### src/rtl/cla_seq_pkg.sv
// Shared types and default sizing for the multi-word carry-lookahead sequencer.
package cla_seq_pkg;

    localparam int DEF_N     = 32;
    localparam int DEF_WORDS = 4;

    typedef enum logic [1:0] {
        ST_IDLE = 2'd0,
        ST_RUN  = 2'd1,
        ST_DONE = 2'd2
    } state_t;

endpackage

### src/rtl/cla_slice.sv
// N-bit combinational adder: 4-bit lookahead cells whose group carries chain cell to cell.
module cla_slice #(
    parameter int N = 32
) (
    input  logic [N-1:0] i_a,
    input  logic [N-1:0] i_b,
    input  logic         i_cin,
    output logic [N-1:0] o_sum,
    output logic         o_cout
);

    localparam int CELLS = N / 4;

    logic [CELLS:0] w_c;

    assign w_c[0] = i_cin;

    for (genvar k = 0; k < CELLS; k++) begin : g_cell
        logic [3:0] w_g;
        logic [3:0] w_p;
        logic [4:0] w_cc;

        assign w_g = i_a[4*k +: 4] & i_b[4*k +: 4];
        assign w_p = i_a[4*k +: 4] ^ i_b[4*k +: 4];

        // Every internal carry is a flat sum of products of the cell carry-in.
        assign w_cc[0] = w_c[k];
        assign w_cc[1] = w_g[0] | (w_p[0] & w_cc[0]);
        assign w_cc[2] = w_g[1] | (w_p[1] & w_g[0]) | (w_p[1] & w_p[0] & w_cc[0]);
        assign w_cc[3] = w_g[2] | (w_p[2] & w_g[1]) | (w_p[2] & w_p[1] & w_g[0])
                       | (w_p[2] & w_p[1] & w_p[0] & w_cc[0]);
        assign w_cc[4] = w_g[3] | (w_p[3] & w_g[2]) | (w_p[3] & w_p[2] & w_g[1])
                       | (w_p[3] & w_p[2] & w_p[1] & w_g[0])
                       | (w_p[3] & w_p[2] & w_p[1] & w_p[0] & w_cc[0]);

        assign o_sum[4*k +: 4] = w_p ^ w_cc[3:0];
        assign w_c[k+1]        = w_cc[4];
    end

    assign o_cout = w_c[CELLS];

endmodule

### src/rtl/cla_multiword_seq.sv
// Wide add/subtract done one N-bit slice per cycle through a single shared
// lookahead slice, with the carry held in a register between slices.
module cla_multiword_seq
    import cla_seq_pkg::*;
#(
    parameter int N     = DEF_N,
    parameter int WORDS = DEF_WORDS
) (
    input  logic                 clk,
    input  logic                 rst_n,
    input  logic                 in_valid,
    output logic                 in_ready,
    input  logic [N*WORDS-1:0]   in_a,
    input  logic [N*WORDS-1:0]   in_b,
    input  logic                 in_sub,
    output logic                 out_valid,
    input  logic                 out_ready,
    output logic [N*WORDS-1:0]   out_sum,
    output logic                 out_cout,
    output logic                 out_of,
    output logic                 busy
);

    localparam int W  = N * WORDS;
    localparam int IW = (WORDS > 1) ? $clog2(WORDS) : 1;
    localparam logic [IW-1:0] LAST = IW'(WORDS - 1);

    state_t          r_state;
    logic [IW-1:0]   r_idx;
    logic            r_carry;
    logic [W-1:0]    r_a;
    logic [W-1:0]    r_b;
    logic [W-1:0]    r_sum;
    logic            r_cout;
    logic            r_of;

    int              w_base;
    logic [N-1:0]    w_sa;
    logic [N-1:0]    w_sb;
    logic [N-1:0]    w_ss;
    logic            w_co;

    assign w_base = int'(r_idx) * N;
    assign w_sa   = r_a[w_base +: N];
    assign w_sb   = r_b[w_base +: N];

    cla_slice #(.N(N)) u_slice (
        .i_a    (w_sa),
        .i_b    (w_sb),
        .i_cin  (r_carry),
        .o_sum  (w_ss),
        .o_cout (w_co)
    );

    always_ff @(posedge clk or negedge rst_n) begin
        if (!rst_n) begin
            r_state <= ST_IDLE;
            r_idx   <= '0;
            r_carry <= 1'b0;
            r_a     <= '0;
            r_b     <= '0;
            r_sum   <= '0;
            r_cout  <= 1'b0;
            r_of    <= 1'b0;
        end else begin
            case (r_state)
                ST_IDLE: begin
                    // Subtract is A + ~B + 1: invert B here, the +1 enters as carry-in.
                    if (in_valid) begin
                        r_a     <= in_a;
                        r_b     <= in_sub ? ~in_b : in_b;
                        r_carry <= in_sub;
                        r_idx   <= '0;
                        r_state <= ST_RUN;
                    end
                end
                ST_RUN: begin
                    r_sum[w_base +: N] <= w_ss;
                    r_carry            <= w_co;
                    if (r_idx == LAST) begin
                        r_cout  <= w_co;
                        r_of    <= (r_a[W-1] == r_b[W-1]) && (w_ss[N-1] != r_a[W-1]);
                        r_idx   <= '0;
                        r_state <= ST_DONE;
                    end else begin
                        r_idx <= r_idx + IW'(1);
                    end
                end
                ST_DONE: begin
                    if (out_ready) begin
                        r_state <= ST_IDLE;
                    end
                end
                default: r_state <= ST_IDLE;
            endcase
        end
    end

    assign in_ready  = (r_state == ST_IDLE);
    assign out_valid = (r_state == ST_DONE);
    assign busy      = (r_state != ST_IDLE);
    assign out_sum   = r_sum;
    assign out_cout  = r_cout;
    assign out_of    = r_of;

endmodule
### config.mk
export PLATFORM = sky130hd
export DESIGN_NAME = cla_multiword_seq
export DESIGN_NICKNAME = d
export VERILOG_FILES = /design/src/rtl/cla_seq_pkg.sv /design/src/rtl/cla_slice.sv /design/src/rtl/cla_multiword_seq.sv
export SDC_FILE = /design/constraint.sdc
export NUM_CORES = 1
export LEC_CHECK = 0
export CORE_ASPECT_RATIO = 0.6
export CORE_MARGIN = 2
export CORE_UTILIZATION = 50
export DETAILED_ROUTE_END_ITERATION = 8
export GPL_TIMING_DRIVEN = 0
export HOLD_SLACK_MARGIN = 0.15
export PLACE_DENSITY = 0.79
export SKIP_CTS_REPAIR_TIMING = 1
export SYNTH_ARGS = -nofsm -noshare
export SYNTH_HDL_FRONTEND = slang
export SYNTH_SLANG_ARGS = --single-unit
### constraint.sdc
create_clock -name clk -period 11 [get_ports clk]
set_input_delay 2.2 -clock clk [delete_from_list [all_inputs] [get_ports clk]]
set_output_delay 2.2 -clock clk [all_outputs]
set_load 0.05 [all_outputs]
==> metrics list, run 1 <==
- The run finished with clean final reports.
- For the worst setup path, the data arrival time is 6.17 ns.
- Cells fill 66.4% of the core in the end.
* Synthesis-to-finish area growth: 31.7%
- Net count after synthesis: 1,767
- Setup skew after layout: 0.0120 ns
- At the later pin of the worst-skew pair, clock insertion delay measures 0.53 ns.
* Antenna Violating Nets Remaining: 0
- Maximum buffer depth of the clock tree: 3
- For this run, the register share of the synthesized area comes to 53.8%.
- Final period utilization: 52.6%
- Achievable frequency: 173 MHz
- Clock tree synthesis found a total of 391 sinks.
- Number of enable-type register cells in the synthesized netlist: 0
* Final Wtd Congestion: 0.951
* Worst slew margin: 17.1%
* TritonCTS clock tree: done
* Global-route wire length before repair: 88,100 um
- In this run the count of I/O pins placed on the die edge is 394.
* Top cell types by occurrence after synthesis: 391 x sky130_fd_sc_hd__dfrtp_1, 143 x sky130_fd_sc_hd__a21oi_1, 140 x sky130_fd_sc_hd__nor2_1
- The final-report hold violation count came to 0.
- Yosys mapped the design onto 65 distinct sky130hd cell types.
- The top cell type by area accounts for 53.8% of the synthesized area.
* GRT Util Overall: 31.2%
- Number of remaining DRC errors: 0
- Once layout is done, the placed cells without fillers occupy 24,000 um2.
* Combined area of the multi-input logic cells: 7970 um2
* Ratio of routed vias to standard cells: 5.89
* Worst Setup Path Type: register to register
- Ratio of cells with drive above 1 in the final layout: 14.1%
- Max-cap violations in this run came to 0.
- Across the whole layout, storage elements account for 9780 um2.
- Among all cell types in the netlist, the one instantiated most often is sky130_fd_sc_hd__dfrtp_1.
- The min-delay analysis places its worst path in the category register to register.
- Measured along the x axis, the die boundary spans 250 um.
- Entering global routing, the biggest net connects 121 pins.
- Synthesized flop and latch total: 391
* Total number of yosys warnings: 0
* Per-cell routed wire length: 24.5 um
- After global routing the overflow that remains totals 0.
- Total count of max-transition violations in the final report: 0
- Avg Cell Area, Syn: 12.5 um2
- The core region is 36,100 um2.
- In this run, CTS created clock tree buffers numbering 37.
* Number of I/O port buffers: 392
- Number of nets in the finished design: 2,201
- Overall die area: 38,000 um2
- Cell type with the highest aggregate area in the netlist: sky130_fd_sc_hd__dfrtp_1
- In this run the core area contains 54 standard-cell rows.
- The initial utilization of the core area, before any placement, comes to 50.4%.
* Startpoint types: register
* Synthesized instance count: 1,460
- Setup repair after global routing left no endpoint under its margin.
- Top flip-flop cell by instance count after synthesis: sky130_fd_sc_hd__dfrtp_1
- Final setup fails: 0
- The via count of the first global-routing pass was 14,400.
- In this run the worst path has a maximum fanout of 10.
- Clock Pin Slew Worst Setup and Hold Paths: 0.07 ns
- Drt first pass iters: 5
- Layout Cells excl Fill: 2,397
* Vias: 14,100
- Iteration-0 DRC count of the detailed router: 1,178
- Half-perimeter wire length after detailed placement: 44,500 um
* Synth area leaders: sky130_fd_sc_hd__dfrtp_1 54%, sky130_fd_sc_hd__mux2_2 7.9%, sky130_fd_sc_hd__mux4_2 7.9%
- In the synthesized netlist the async set-or-reset flop fraction comes to 100%.
- Summing all placed instances gives a cell area of 22,800 um2.
* Total detailed-routing wirelength: 58,800 um
- The clock tree synthesis step divided the H-tree into 2 levels.
- Req. time, crit path: 11.39 ns
- The tree is rooted in a sky130_fd_sc_hd__clkbuf_16.
- STA classifies the critical path endpoint as a register.
* Final period demand of the worst path: 5.79 ns
- For the pin with the worst max-slew slack, the measured transition is 1.24 ns.
- Antenna violations before repair: 7
- DP Cell Count: 2,331
- After filler insertion, the fill cell instance count of the layout stands at 2,677.
* Cell area after synthesis: 18,200 um2
- Die extent in y: 152 um
[placed cells by master (no fill, tap or decap), types with 3 or more instances in the layout]
| master | count |
|---|---|
| sky130_fd_sc_hd__clkdlybuf4s50_1 | 391 |
| sky130_fd_sc_hd__dfrtp_1 | 391 |
| sky130_fd_sc_hd__a21oi_1 | 143 |
| sky130_fd_sc_hd__nor2_1 | 140 |
| sky130_fd_sc_hd__xnor2_1 | 139 |
| sky130_fd_sc_hd__mux2_2 | 128 |
| sky130_fd_sc_hd__clkbuf_1 | 89 |
| sky130_fd_sc_hd__a22o_1 | 80 |
| sky130_fd_sc_hd__nand2_1 | 67 |
| sky130_fd_sc_hd__mux4_2 | 64 |
| sky130_fd_sc_hd__o21ai_0 | 47 |
| sky130_fd_sc_hd__ha_1 | 38 |
| sky130_fd_sc_hd__clkbuf_16 | 37 |
| sky130_fd_sc_hd__buf_1 | 17 |
| sky130_fd_sc_hd__inv_1 | 14 |
| sky130_fd_sc_hd__o21ai_1 | 12 |
| sky130_fd_sc_hd__clkbuf_8 | 11 |
| sky130_fd_sc_hd__xor2_1 | 9 |
| sky130_fd_sc_hd__fa_1 | 8 |
| sky130_fd_sc_hd__nand2b_1 | 7 |
| sky130_fd_sc_hd__nand3_1 | 6 |
| sky130_fd_sc_hd__a21o_1 | 6 |
| sky130_fd_sc_hd__nor3_1 | 5 |
| sky130_fd_sc_hd__diode_2 | 4 |
| sky130_fd_sc_hd__nand4_1 | 4 |
| sky130_fd_sc_hd__nor2b_1 | 4 |
| sky130_fd_sc_hd__o21bai_1 | 4 |
| sky130_fd_sc_hd__buf_2 | 3 |
| sky130_fd_sc_hd__buf_16 | 3 |
[per-stage QoR]
step,setup TNS (ns),hold slack [ns],setup slack [ns]
final,0,0.483,5.21
after global routing,0,0.498,4.98
after CTS,0,0.484,5.30
after detailed placement,0,0.469,5.34
after global placement,-3448.38,0.462,-8.88
after floorplan,0,0.475,6.74
[critical path, cell delays in order (launching register included)]
cell and delay [ns]:
sky130_fd_sc_hd__dfrtp_1 0.40, sky130_fd_sc_hd__clkbuf_1 0.44, sky130_fd_sc_hd__buf_1 0.86, sky130_fd_sc_hd__buf_2 0.51, sky130_fd_sc_hd__mux4_2 0.57, sky130_fd_sc_hd__ha_1 0.39
sky130_fd_sc_hd__a21oi_1 0.23, sky130_fd_sc_hd__nand3_1 0.10, sky130_fd_sc_hd__a32oi_1 0.32, sky130_fd_sc_hd__o21ai_4 0.16, sky130_fd_sc_hd__a31o_2 0.29, sky130_fd_sc_hd__a21o_1 0.26
sky130_fd_sc_hd__fa_1 0.41, sky130_fd_sc_hd__xnor2_1 0.50, sky130_fd_sc_hd__o21ai_0 0.18
[cell families after synthesis]
group | synth area share [%]
multiplexers | 15.9
AND/OR/NAND/NOR | 5.88
buffers and inverters | 2.39
AO/OA/AOI/OAI | 11.4
flip-flops | 53.8
XOR/XNOR | 7.22
adder cells (fa/ha/maj) | 3.50
[area by class of cell]
type | count | share of cell area [%]
multi-input combinational | 954 | 33.3
tap | 476 | 2.49
sequential | 391 | 40.9
buffer | 100 | 1.58
clock inverter | 5 | 0.157
inverter | 15 | 0.235
antenna | 4 | 0.0418
timing repair buffer | 395 | 16.7
clock buffer | 57 | 4.64
[path summary, 6_finish.rpt]
path,start,end,slack (ns),cells after the start
worst max-delay path,r_idx[0],out_sum[53],5.21,14
worst min-delay path,out_sum[29],out_sum[29],0.48,2
worst max register to register,r_idx[0],out_sum[53],5.21,14
worst min register to register,out_sum[29],out_sum[29],0.48,2
max in group asynchronous,rst_n,r_a[15],7.85,3
min in group asynchronous,rst_n,out_sum[4],1.59,1
[flip-flops by register name, indices dropped and copies added, names as in the netlist]
signal	flops
out_of	1
r_state	2
r_idx	2
out_sum	128
r_b	128
out_cout	1
r_carry	1
r_a	128
[per-layer routing]
| layer | GRT usage, % | vias to the layer above | part of all wire (%) |
|---|---|---|---|
| met2 | 49.1 | 693 | 46 |
| met4 | 9.49 | 2 | 2.7 |
| met5 | 0 | - | 0.022 |
| li1 | - | 6075 | - |
| met1 | 43.4 | 7245 | 42 |
| met3 | 7.65 | 114 | 8.7 |
Power of run 1 is left out: the tool's default activity adds up to more than one toggle a clock period on the data nets, which glitch-free logic cannot reach.
==> inputs of run 2 (changes only) <==
--- a/config.mk
+++ b/config.mk
@@ -7,11 +7,11 @@
 export LEC_CHECK = 0
 export CORE_ASPECT_RATIO = 0.6
 export CORE_MARGIN = 2
-export CORE_UTILIZATION = 50
+export CORE_UTILIZATION = 46
 export DETAILED_ROUTE_END_ITERATION = 8
 export GPL_TIMING_DRIVEN = 0
 export HOLD_SLACK_MARGIN = 0.15
-export PLACE_DENSITY = 0.79
+export PLACE_DENSITY = 0.76
 export SKIP_CTS_REPAIR_TIMING = 1
 export SYNTH_ARGS = -nofsm -noshare
 export SYNTH_HDL_FRONTEND = slang
==> constraint.sdc (replaced) <==
create_clock -name clk -period 4.75 [get_ports clk]
set_input_delay 0.95 -clock clk [delete_from_list [all_inputs] [get_ports clk]]
set_output_delay 0.95 -clock clk [all_outputs]
set_load 0.05 [all_outputs]
==> metrics list, run 2 (synthesis results as in run 1) <==
* Vias in the first global route: 14,200
- On the critical path, the stage with the largest delay is an instance of sky130_fd_sc_hd__mux4_2.
* Clock Pin Slew Worst Setup and Hold Paths: 0.07 ns
* Half-perimeter wire length after detailed placement: 44,800 um
- Delay contributed by the slowest stage of the critical path: 0.55 ns
* Total count of hold-check failures in the final report: 0
* Antenna violations before repair: 3
- For this block, the initial DRC count from the detailed router was 1,257.
* Req. time, crit path: 5.14 ns
- Setup total negative slack on the finished layout was measured at 0 ns.
- Total detailed-routing wirelength: 59,100 um
- The number of clock buffers added by TritonCTS is 39.
* Root Buffer: sky130_fd_sc_hd__clkbuf_16
- Data on the critical path arrives at its endpoint at 4.98 ns.
* Cell repeated most along the worst path: sky130_fd_sc_hd__buf_6
- The total overflow left after global routing is 0.
* Core footprint: 39,000 um2
- Sinks on Clock Net: 391
- The later pin in the worst-skew pair is clocked with a latency of 0.54 ns.
- Measured along the x axis, the die boundary spans 261 um.
- In this run the count of I/O pins placed on the die edge is 394.
- TritonCTS clock tree: done
* Least-Margin Pin Slew: 1.12 ns
* Layout Cells excl Fill: 2,448
- The initial utilization of the core area, before any placement, comes to 46.6%.
* Startpoint types: register
- Drt first pass iters: 5
- Num rows: 56
* Achievable frequency: 218 MHz
* Final setup fails: 0
- Using the TritonRoute via totals, the vias-per-cell ratio works out to 5.66.
- Final Wtd Congestion: 0.902
- The min-delay analysis places its worst path in the category primary input to async pin.
- Setup skew after layout: 0.0201 ns
* Ratio of cells with drive above 1 in the final layout: 15.5%
* Result of the run: completed
- Global routing used 28.9% of the available tracks across all layers.
* Number of I/O port buffers: 392
- Counting both buffers and inverters, the worst setup path holds a total of 3.
- In the layout the commonest cells are 391 x sky130_fd_sc_hd__clkdlybuf4s50_1, 391 x sky130_fd_sc_hd__dfrtp_1, 142 x sky130_fd_sc_hd__a21oi_1.
* Overall die area: 41,200 um2
* Per-cell routed wire length: 24.1 um
- Walking the worst path, the cells encountered are clkbuf_2, buf_6, buf_6, mux4_2, ha_1, a21oi_1, nand3_1, a32oi_1, o21ai_4, a31o_2, a21o_1, fa_1, xnor2_4, o21ai_0.
- Entering global routing, the biggest net connects 119 pins.
* Kind of cell adding the most delay to the critical path: compound AO/OA/AOI/OAI gates
* Vias: 13,900
- Final period demand of the worst path: 4.59 ns
* Number of levels in the clock H-tree: 2
* Global-route wire length before repair: 87,400 um
- Worst slew margin: 25.1%
* Unrepaired setup endpoints after global routing: false
- Die extent in y: 158 um
* Total count of max-transition violations in the final report: 0
- Counting along the longest clock path gives a buffer depth of 3.
- Of all nets on the critical path, the largest fanout is 10.
- Across all hold checks on the routed design, the worst slack comes to 0.431 ns.
* Kind of capture point of the worst setup path: register
- After detailed routing, the number of remaining DRC violations is 0.
* Final period utilization: 96.6%
- Number of max-cap violations: 0
- The worst setup path is of the register to register kind.
- From synthesis to final layout, the design area changed by 33.7%.
- Once detail routing completed, the nets flagged for antenna violations numbered 0.
- The number of placed instances, taps included, is 2,377.
- The net count of the finished layout is 2,204.
## run 2: layout make-up
class | count | area (um2)
inverters | 15 | 56.3
clock inverters | 13 | 196
flip-flops and latches | 391 | 9780
fillers | 2967 | 14700
well taps | 522 | 653
clock buffers | 54 | 1140
repair buffers | 396 | 4020
multi-input cells | 954 | 8040
diodes | 3 | 7.51
plain buffers | 100 | 419
## run 2: stage by stage
step                utilization (%)  cell area [um2]  worst slack [ns]
floorplan                         -            18200             0.489
global placement               58.3            22800            -13.81
detailed placement             58.5            22800             -1.11
CTS                            62.0            24200             -1.17
global route                   62.3            24300           0.00205
finish                         62.3            24300             0.160
## run 2: metal layers
layer | vias to the layer above | routed length, um | GRT usage, %
met3 | 95 | 5280 | 8.31
met2 | 625 | 27200 | 45.2
met5 | - | 0 | 0
met4 | 0 | 1500 | 8.35
li1 | 6055 | - | -
met1 | 7092 | 25200 | 39.4
## run 2: path summary, 6_finish.rpt
kind	from	to	slack (ns)	cells past startpoint
max	r_idx[0]	out_sum[53]	0.16	14
min	rst_n	out_sum[7]	0.43	1
max reg2reg	r_idx[0]	out_sum[53]	0.16	14
min reg2reg	out_cout	out_cout	0.48	2
max in group asynchronous	rst_n	r_a[47]	2.95	3
min in group clk	out_cout	out_cout	0.48	2
Power of run 2 is left out for the same reason.
